<file path="config.mk">
export PLATFORM = sky130hd
export DESIGN_NAME = input_ctrl_nway
export DESIGN_NICKNAME = d
export VERILOG_FILES = /design/src/rtl/noc_tree_pkg.sv /design/src/rtl/noc_sync_fifo.sv /design/src/rtl/input_ctrl_nway.sv
export SDC_FILE = /design/constraint.sdc
export NUM_CORES = 1
export LEC_CHECK = 0
export ABC_CLOCK_PERIOD_IN_PS = 1900
export CORE_MARGIN = 8
export CORE_UTILIZATION = 56
export DETAILED_ROUTE_END_ITERATION = 10
export DONT_BUFFER_PORTS = 1
export PLACE_DENSITY = 0.85
export SYNTH_ARGS = -nofsm -noshare
export SYNTH_HDL_FRONTEND = slang
export SYNTH_SLANG_ARGS = --single-unit
export TNS_END_PERCENT = 20
</file>
<file path="constraint.sdc">
create_clock -name clk -period 1.9 [get_ports clk]
set_input_delay 0.19 -clock clk [delete_from_list [all_inputs] [get_ports clk]]
set_output_delay 0.19 -clock clk [all_outputs]
set_load 0.01 [all_outputs]
</file>
<file path="src/rtl/noc_tree_pkg.sv">
// Shared types and helpers for the tree-NoC input controller.
package noc_tree_pkg;

  // Output stage: nothing held, or one packet waiting for its target port.
  typedef enum logic [0:0] {
    StIdle,
    StHold
  } out_state_e;

  localparam int unsigned PortIdxW = 8;
  localparam int unsigned MaxDestW = 32;

  // Result of routing one packet head.
  typedef struct packed {
    logic [PortIdxW-1:0] port;
    logic                illegal;
  } route_t;

  // Extract value[msb -: len], right-aligned; a zero-length slice reads as 0.
  function automatic logic [MaxDestW-1:0] dest_slice(input logic [MaxDestW-1:0] value,
                                                     input int unsigned msb,
                                                     input int unsigned len);
    logic [MaxDestW-1:0] mask;
    if (len == 0) return '0;
    mask = (len >= MaxDestW) ? '1 : (({{(MaxDestW-1){1'b0}}, 1'b1} << len) - 1'b1);
    return (value >> (msb + 1 - len)) & mask;
  endfunction

endpackage

</file>
<file path="src/rtl/noc_sync_fifo.sv">
// Synchronous FIFO with wrap-bit pointers; no bypass, full and empty are registered-pointer derived.
module noc_sync_fifo #(
  parameter int unsigned WIDTH = 14,
  parameter int unsigned DEPTH = 4
) (
  input  logic             clk,
  input  logic             rst_n,
  input  logic             push,
  input  logic [WIDTH-1:0] wdata,
  input  logic             pop,
  output logic [WIDTH-1:0] rdata,
  output logic             full,
  output logic             empty
);

  localparam int unsigned AW = $clog2(DEPTH);

  if (DEPTH < 2 || (2**AW) != DEPTH) begin : g_bad_depth
    $fatal(1, "noc_sync_fifo: DEPTH must be a power of 2 and at least 2");
  end

  logic [AW:0]      wr_ptr_q, rd_ptr_q;
  logic [WIDTH-1:0] mem_q [DEPTH];
  logic             do_push, do_pop;

  assign empty   = (wr_ptr_q == rd_ptr_q);
  assign full    = (wr_ptr_q[AW] != rd_ptr_q[AW]) && (wr_ptr_q[AW-1:0] == rd_ptr_q[AW-1:0]);
  assign do_push = push && !full;
  assign do_pop  = pop && !empty;
  assign rdata   = mem_q[rd_ptr_q[AW-1:0]];

  // Pointer update; reset empties the FIFO without waiting for a clock.
  always_ff @(posedge clk or negedge rst_n) begin
    if (!rst_n) begin
      wr_ptr_q <= '0;
      rd_ptr_q <= '0;
    end else begin
      if (do_push) wr_ptr_q <= wr_ptr_q + 1'b1;
      if (do_pop)  rd_ptr_q <= rd_ptr_q + 1'b1;
    end
  end

  // Storage write; contents are meaningless until the pointers cover them.
  always_ff @(posedge clk) begin
    if (do_push) mem_q[wr_ptr_q[AW-1:0]] <= wdata;
  end

endmodule

</file>
<file path="src/rtl/input_ctrl_nway.sv">
// Router input port: buffers packets, routes each head to one child or the parent port,
// drops illegal packets and counts deliveries and drops.
module input_ctrl_nway
  import noc_tree_pkg::*;
#(
  parameter int unsigned          WIDTH_packet = 14,
  parameter int unsigned          WIDTH_dest   = 3,
  parameter int unsigned          CBITS        = 1,
  parameter int unsigned          LEVEL        = 0,
  parameter logic [WIDTH_dest-1:0] ADDR        = '0,
  parameter bit                   IS_ROOT      = 1'b0,
  parameter bit                   FROM_PARENT  = 1'b0,
  parameter int unsigned          DEPTH        = 4
) (
  input  logic                    clk,
  input  logic                    rst_n,
  input  logic [WIDTH_packet-1:0] in_data,
  input  logic                    in_valid,
  output logic                    in_ready,
  output logic [WIDTH_packet-1:0] out_data,
  output logic [2**CBITS:0]       out_valid,
  input  logic [2**CBITS:0]       out_ready,
  output logic [15:0]             pkt_count,
  output logic [15:0]             err_count
);

  localparam int unsigned NUM_CHILD = 2**CBITS;
  localparam int unsigned NUM_OUT   = NUM_CHILD + 1;
  localparam int unsigned P         = LEVEL * CBITS;

  if ((LEVEL + 1) * CBITS > WIDTH_dest) begin : g_bad_level
    $fatal(1, "input_ctrl_nway: (LEVEL+1)*CBITS exceeds WIDTH_dest");
  end

  logic [WIDTH_packet-1:0] head;
  logic                    full, empty, push, pop;
  logic                    alive_q;
  route_t                  head_route;
  logic [MaxDestW-1:0]     dest_ext, addr_ext;
  logic                    prefix_match;

  out_state_e              state_q, state_d;
  logic [WIDTH_packet-1:0] data_q;
  logic [NUM_OUT-1:0]      valid_q;
  logic [15:0]             pkt_q, err_q;
  logic                    load, drop, deliver, xfer;

  // in_ready held low through reset and rises on the first edge after release.
  always_ff @(posedge clk or negedge rst_n) begin
    if (!rst_n) alive_q <= 1'b0;
    else        alive_q <= 1'b1;
  end

  assign in_ready = alive_q && !full;
  assign push     = in_valid && in_ready;

  noc_sync_fifo #(
    .WIDTH(WIDTH_packet),
    .DEPTH(DEPTH)
  ) u_fifo (
    .clk  (clk),
    .rst_n(rst_n),
    .push (push),
    .wdata(in_data),
    .pop  (pop),
    .rdata(head),
    .full (full),
    .empty(empty)
  );

  // Route the FIFO head: matching prefix goes down to a child, anything else goes up.
  always_comb begin
    dest_ext           = MaxDestW'(head[WIDTH_packet-1 -: WIDTH_dest]);
    addr_ext           = MaxDestW'(ADDR);
    prefix_match       = (P == 0) ||
                         (dest_slice(dest_ext, WIDTH_dest - 1, P) ==
                          dest_slice(addr_ext, WIDTH_dest - 1, P));
    head_route.port    = prefix_match ? PortIdxW'(dest_slice(dest_ext, WIDTH_dest - 1 - P, CBITS))
                                      : PortIdxW'(NUM_CHILD);
    head_route.illegal = !prefix_match && (IS_ROOT || FROM_PARENT);
  end

  assign xfer = |(valid_q & out_ready);

  // Output-stage state register.
  always_ff @(posedge clk or negedge rst_n) begin
    if (!rst_n) state_q <= StIdle;
    else        state_q <= state_d;
  end

  // Next state plus FIFO pop / load / drop decisions; at most one pop per cycle.
  always_comb begin
    state_d = state_q;
    pop     = 1'b0;
    load    = 1'b0;
    drop    = 1'b0;
    deliver = 1'b0;
    unique case (state_q)
      StIdle: begin
        if (!empty) begin
          pop = 1'b1;
          if (head_route.illegal) begin
            drop = 1'b1;
          end else begin
            load    = 1'b1;
            state_d = StHold;
          end
        end
      end
      StHold: begin
        if (xfer) begin
          deliver = 1'b1;
          if (!empty) begin
            pop = 1'b1;
            if (head_route.illegal) begin
              drop    = 1'b1;
              state_d = StIdle;
            end else begin
              load = 1'b1;
            end
          end else begin
            state_d = StIdle;
          end
        end
      end
      default: state_d = StIdle;
    endcase
  end

  // Held packet, its one-hot target, and the saturating counters.
  always_ff @(posedge clk or negedge rst_n) begin
    if (!rst_n) begin
      data_q  <= '0;
      valid_q <= '0;
      pkt_q   <= '0;
      err_q   <= '0;
    end else begin
      if (load) begin
        data_q  <= head;
        valid_q <= {{(NUM_OUT-1){1'b0}}, 1'b1} << head_route.port;
      end
      if (deliver && pkt_q != 16'hFFFF) pkt_q <= pkt_q + 16'd1;
      if (drop && err_q != 16'hFFFF)    err_q <= err_q + 16'd1;
    end
  end

  // Outputs: out_valid only while a packet is held.
  always_comb begin
    out_valid = (state_q == StHold) ? valid_q : '0;
    out_data  = data_q;
    pkt_count = pkt_q;
    err_count = err_q;
  end

endmodule

</file>
# Word-level counts from Yosys, hierarchy flattened
# Memory sizes are Yosys's and may differ from the RTL's.
# Index checks and enable logic that the tools add are counted.
# word_totals
word_cells	37
ff_bits	41
memories	1
ram_bits	56
# op_classes
reduce_logical	9
add_sub_neg	3
bitwise	2
muxes	10
n_eq_ne	4
shift	1
# mem_list
name	words	width	read_ports	rd_clocked_by_memory_dff	wr	line_no	source
u_fifo.mem_q	4	14	1	0	1	noc_sync_fifo.sv:23	logic [WIDTH-1:0] mem_q [DEPTH];
# ops
cell	n
adder 16 x 1 -> 16 bit (second input constant)	1
!= test 16 bit (second input constant)	1
two-way mux 1 bit	7
adder 3 x 1 -> 3 bit (second input constant)	2
logical AND 1 bit	6
case mux 1 bit (2 select lines)	2
AND 3 bit	1
== test 3 bit	1
two-way mux 3 bit	1
OR reduction 3 bit	1
left shift 1 x 1 -> 3 bit (first input constant)	1
== test 2 bit	1
logical NOT 1 bit	2
!= test 1 bit	1
NOT 1 bit	1

# Depth between registers and ports, before layout
# depth
ltp_word	8
mapped_depth	6

# By module
# From an unflattened synthesis, not the netlist that was laid out.
# hier_totals
cells_unflattened	260
hier_area_um2	4175.3
# by_module_without_submodules
module	area_each_um2	instances	seq_area_each_um2	cells_per_inst
noc_sync_fifo	2552.4	1	1831.8	125
input_ctrl_nway	1622.8	1	825.8	135

# Worst setup path after synthesis
# No wires, ideal clock.
# synth_path
path_kind	register -> register
start	register u_fifo.rd_ptr_q[1]
end	memory u_fifo.mem_q[3][0], enable pin
path_stages_with_launch	5
t_required_ns	1.527
period_less_slack_ns	2.046
arrival_time_ns	1.673
setup_slack_ns	-0.146
cell_sequence	dfrtp_1 > buf_4 > xnor2_1 > a31oi_1 > and3_1
# synth_between
elab_chain_cells	8
# synth_rtl
element	line_no	source
start: declaration	noc_sync_fifo.sv:22	logic [AW:0] wr_ptr_q, rd_ptr_q;
start signal: assignment	noc_sync_fifo.sv:39	if (do_pop) rd_ptr_q <= rd_ptr_q + 1'b1;
== test 2 bit	noc_sync_fifo.sv:27	assign full = (wr_ptr_q[AW] != rd_ptr_q[AW]) && (wr_ptr_q[AW-1:0] == rd_ptr_q[AW-1:0]);
logical AND 1 bit	noc_sync_fifo.sv:27	
logical NOT 1 bit	input_ctrl_nway.sv:54	assign in_ready = alive_q && !full;
logical AND 1 bit	input_ctrl_nway.sv:54	
named net in_ready	input_ctrl_nway.sv:19	output logic in_ready,
logical AND 1 bit	input_ctrl_nway.sv:55	assign push = in_valid && in_ready;
logical AND 1 bit	noc_sync_fifo.sv:28	assign do_push = push && !full;
two-way mux 1 bit	noc_sync_fifo.sv:45	if (do_push) mem_q[wr_ptr_q[AW-1:0]] <= wdata;
two-way mux 1 bit (implied by the code)	noc_sync_fifo.sv:45	
end: declaration	noc_sync_fifo.sv:23	
# The timed path passes the listed nets, and every way through them passes these cells.

# Worst setup path in the final report
# layout_path
start	register pkt_q[2], in the netlist pkt_count[2]
end	register pkt_q[15], in the netlist pkt_count[15]
# layout_between
elab_chain_cells	2
elab_cells_between_ends	3
classes_between	1 x add/sub; 1 x eq/ne; 1 x reduce/logical
# layout_rtl
element	line_no	source
start: declaration	input_ctrl_nway.sv:45	logic [15:0] pkt_q, err_q;
start signal: assignment	input_ctrl_nway.sv:142	if (deliver && pkt_q != 16'hFFFF) pkt_q <= pkt_q + 16'd1;
branches (longest 2 deep; another with adder 16 x 1 -> 16 bit)	-	
# Parallel ways; which one is timed is not known.
# A chain may end at the register's enable or synchronous reset.

==> qor.csv <==
stage,metric,value,unit
timing,"Setup violations, final",0,
synthesis,"FF+latch count, synth",95,
synthesis,async set-reset flop share out of synthesis,41.1,%
synthesis,simple-gate portion of the synthesized area,7.33,%
timing,clock period minus worst slack,1.75,ns
drt,drt via density,5.39,
synthesis,Compound-Gate Fraction of Synth Area,1.63,%
power,Comb pwr share,33.0,%
timing,RSZ-0062 raised after global routing,no,
grt,met1 usage,16.1,%
clock_tree,H-tree depth,3,
min_path,worst hold path type,primary input to flop,
power,sw frac,32.6,%
setup_path,CP max-delay cell,or4b_4,
floorplan,die width,100,um
grt,first-pass GRT wire length,11100,um
timing,Final Cycle Share,92.2,%
cells_and_area,post-layout instance area,4540,sq um
synthesis,Ys Warns,0,
clock_tree,root buffer cell,clkbuf_8,
floorplan,Site Rows,30,
power,clock network power share,19.7,%
clock_tree,# Post-CTS Setup Buffers,0,
timing,max-slew violations,0,
setup_path,critical path peak fanout,7,
synthesis,cell area after synthesis,3990,sq um
cells_and_area,Area growth syn-to-layout,13.7,%
synthesis,"Avg Cell Area, Syn",16.7,sq um
power,internal power,4.49,mW
synthesis,Post-Synth Adder-Cell Area,1.88,%
synthesis,post-synthesis mux area share,12.7,%
setup_path,worst path bufs/invs,0,
timing,Fin. Hold Viols,0,
setup_path,Setup CP Type,flop to flop,
setup_path,crit path DAT,2.03,ns
power,leakage,1.78,nW
synthesis,post-synthesis xor/xnor area fraction,4.83,%
floorplan,Die ar.,10100,sq um
setup_path,Worst setup SP type,flop,
power,overall power,6.66,mW
setup_path,register-to-register setup slack,0.15,ns
setup_path,reg2reg start,pkt_count[2],
synthesis,Synth cell types,33,
clock_tree,Clock transition at path regs,0.09,ns
placed_design,I/O Buffers,0,
synthesis,Post-synth EDFFs,56,
grt,gr ovfl total,0,
clock_tree,worst-skew pair later-pin latency,0.36,ns
synthesis,synthesized instance count,239,
setup_path,worst reg2reg path depth,4,
setup_path,"delay-heaviest family, CP",simple AND/OR/NAND/NOR gates,
setup_path,Worst Path Required,2.18,ns
grt,vias in the first global route,2169,
placed_design,placer congestion estimate,0.906,
grt,met3 usage,6.16,%
clock_tree,CTS tree,built,
clock_tree,CTS max path bufs,2,
setup_path,"slowest stage delay, CP",0.60,ns
floorplan,Die Span Y,100,um
timing,FMAX,571,MHz
floorplan,Initial Util,58.4,%
synthesis,sequential element share of the synthesized area,66.6,%
drt,overall via count from detail_route,2060,
grt,largest net degree at the start of global routing,40,
drt,DR pass1 iterations,4,
cells_and_area,Final #Nets,306,
synthesis,largest family of logic cells by synthesized area,multiplexers,
grt,total global-route track usage,14.7,%
cells_and_area,share of layout cells above drive strength 1,26.7,%
placed_design,Post-DP Area,4170,sq um
power,P per Cell Area,1470,nW/um^2
power,Worst VDD drop,0.859,mV
clock_tree,Clock Sink Count,95,
grt,GR Layer Usage met2,24.4,%
grt,busiest grt layer,met2,
grt,initial antenna violation count,1,
setup_path,crit path launch,pkt_count[2],
drt,Iter 0 DRT Violations,111,
power,Switch Pwr,2.17,mW
synthesis,Post-synth top flop,edfxtp_1,
placed_design,post-detail-place hpwl,4880,um
setup_path,crit path capture,pkt_count[15],
timing,worst clock skew,0.00733,ns
setup_path,worst reg2reg endpoint,pkt_count[15],
setup_path,CP Depth,4,
cells_and_area,"most common cell after layout, fill and taps aside",edfxtp_1,
setup_path,cells along the critical path,"nand2_1, or4b_4, nor4_4, xor2_1",
setup_path,Critical Path End Type,flop,
drt,wire per inst,18.6,um
run,max cap viols,0,
drt,DRC Markers,0,
clock_tree,CTS buffer count,9,
drt,final WL,7110,um
floorplan,core box area,6830,sq um
drt,Final ANT Viol Nets,0,
cells_and_area,most frequent cells in the layout,"edfxtp_1 (56), dfrtp_1 (38), buf_4 (23)",
power,Sequential Power Share,47.3,%
outcome,status,completed,
floorplan,Ports,70,
-- Yosys cell counts, types with 4 or more instances --
| cell | n | area [sq um] |
|---|---|---|
| mux4_2 | 14 | 315 |
| mux2_2 | 17 | 191 |
| xor2_1 | 17 | 149 |
| nor3_1 | 5 | 25.0 |
| dfrtp_1 | 39 | 976 |
| xnor2_1 | 5 | 43.8 |
| nand2_1 | 11 | 41.3 |
| nand3_1 | 4 | 20.0 |
| nand4_1 | 6 | 37.5 |
| and3_1 | 6 | 37.5 |
| buf_4 | 19 | 143 |
| ha_1 | 6 | 75.1 |
| edfxtp_1 | 56 | 1680 |
-- per-layer routing --
| layer | routed length [um] | vias to the layer above | share of wire (%) |
|---|---|---|---|
| met5 | 0 | - | 0 |
| met4 | 124 | 0 | 1.7 |
| met3 | 798 | 13 | 11 |
| met2 | 3380 | 89 | 48 |
| met1 | 2800 | 1014 | 39 |
| li1 | - | 944 | - |
-- metrics by stage --
stage	setup TNS, ns	util [%]	setup slack [ns]	instances	hold WS (ns)
global route	0	66.5	0.0142	382	0.0148
detailed placement	0	61.0	0.136	349	-0.104
CTS	0	66.4	0.0951	381	0.00673
global placement	0	61.0	0.180	349	-0.104
floorplan	-4.60	-	-0.109	255	-0.106
finish	0	66.5	0.148	382	0.0205
-- worst min path at each step --
| stage | start | end | slack [ns] | cells after the start |
|---|---|---|---|---|
| 6_report | in_valid | u_fifo.wr_ptr_q[0] | 0.02 | 2 |
| 5_1_grt | in_valid | u_fifo.wr_ptr_q[0] | 0.01 | 2 |
| 4_1_cts | in_valid | u_fifo.wr_ptr_q[0] | 0.007 | 2 |
| 3_5_place_dp | rst_n | pkt_count[14] | -0.10 | 0 |
| 3_3_place_gp | rst_n | pkt_count[14] | -0.10 | 0 |
| 2_1_floorplan | rst_n | alive_q | -0.11 | 0 |
-- cell type report --
class                   instances  area [sq um]
well taps                      96           120
diodes                          1          2.50
multi-input cells             132          1210
clock inverters                 5          66.3
flip-flops and latches         95          2660
inverters                       3          11.3
repair buffers                 39           343
clock buffers                  11           131
fillers                       479          2290
-- sequential cells by signal, indices dropped and copies added, names as in the netlist --
| register | count |
|---|---|
| u_fifo.mem_q | 56 |
| state_q | 1 |
| out_data | 13 |
| u_fifo.rd_ptr_q | 3 |
| pkt_count | 16 |
| valid_q | 2 |
| u_fifo.wr_ptr_q | 3 |
| alive_q | 1 |
-- power groups by stage --
stage	registers [mW]	clock network, mW	logic [mW]
2_1_floorplan	3.09	0	1.68
3_3_place_gp	3.17	0	2.08
3_5_place_dp	3.19	0	2.16
4_1_cts	3.15	1.35	2.23
5_1_grt	3.21	1.43	2.42
6_report	3.15	1.31	2.20
-- cells by family after synthesis --
family / after synthesis
AO/OA/AOI/OAI: 7
other: 2
buffers and inverters: 28
XOR/XNOR: 22
multiplexers: 31
adder cells (fa/ha/maj): 6
flip-flops: 95
AND/OR/NAND/NOR: 48
-- repair_timing --
action,4_1_cts,5_1_grt
setup endpoints to repair,0,1
hold buffers,16,0
gates resized for setup,0,1
endpoints found under the hold margin,95,0
No activity file was read; power rests on OpenSTA's default activity.
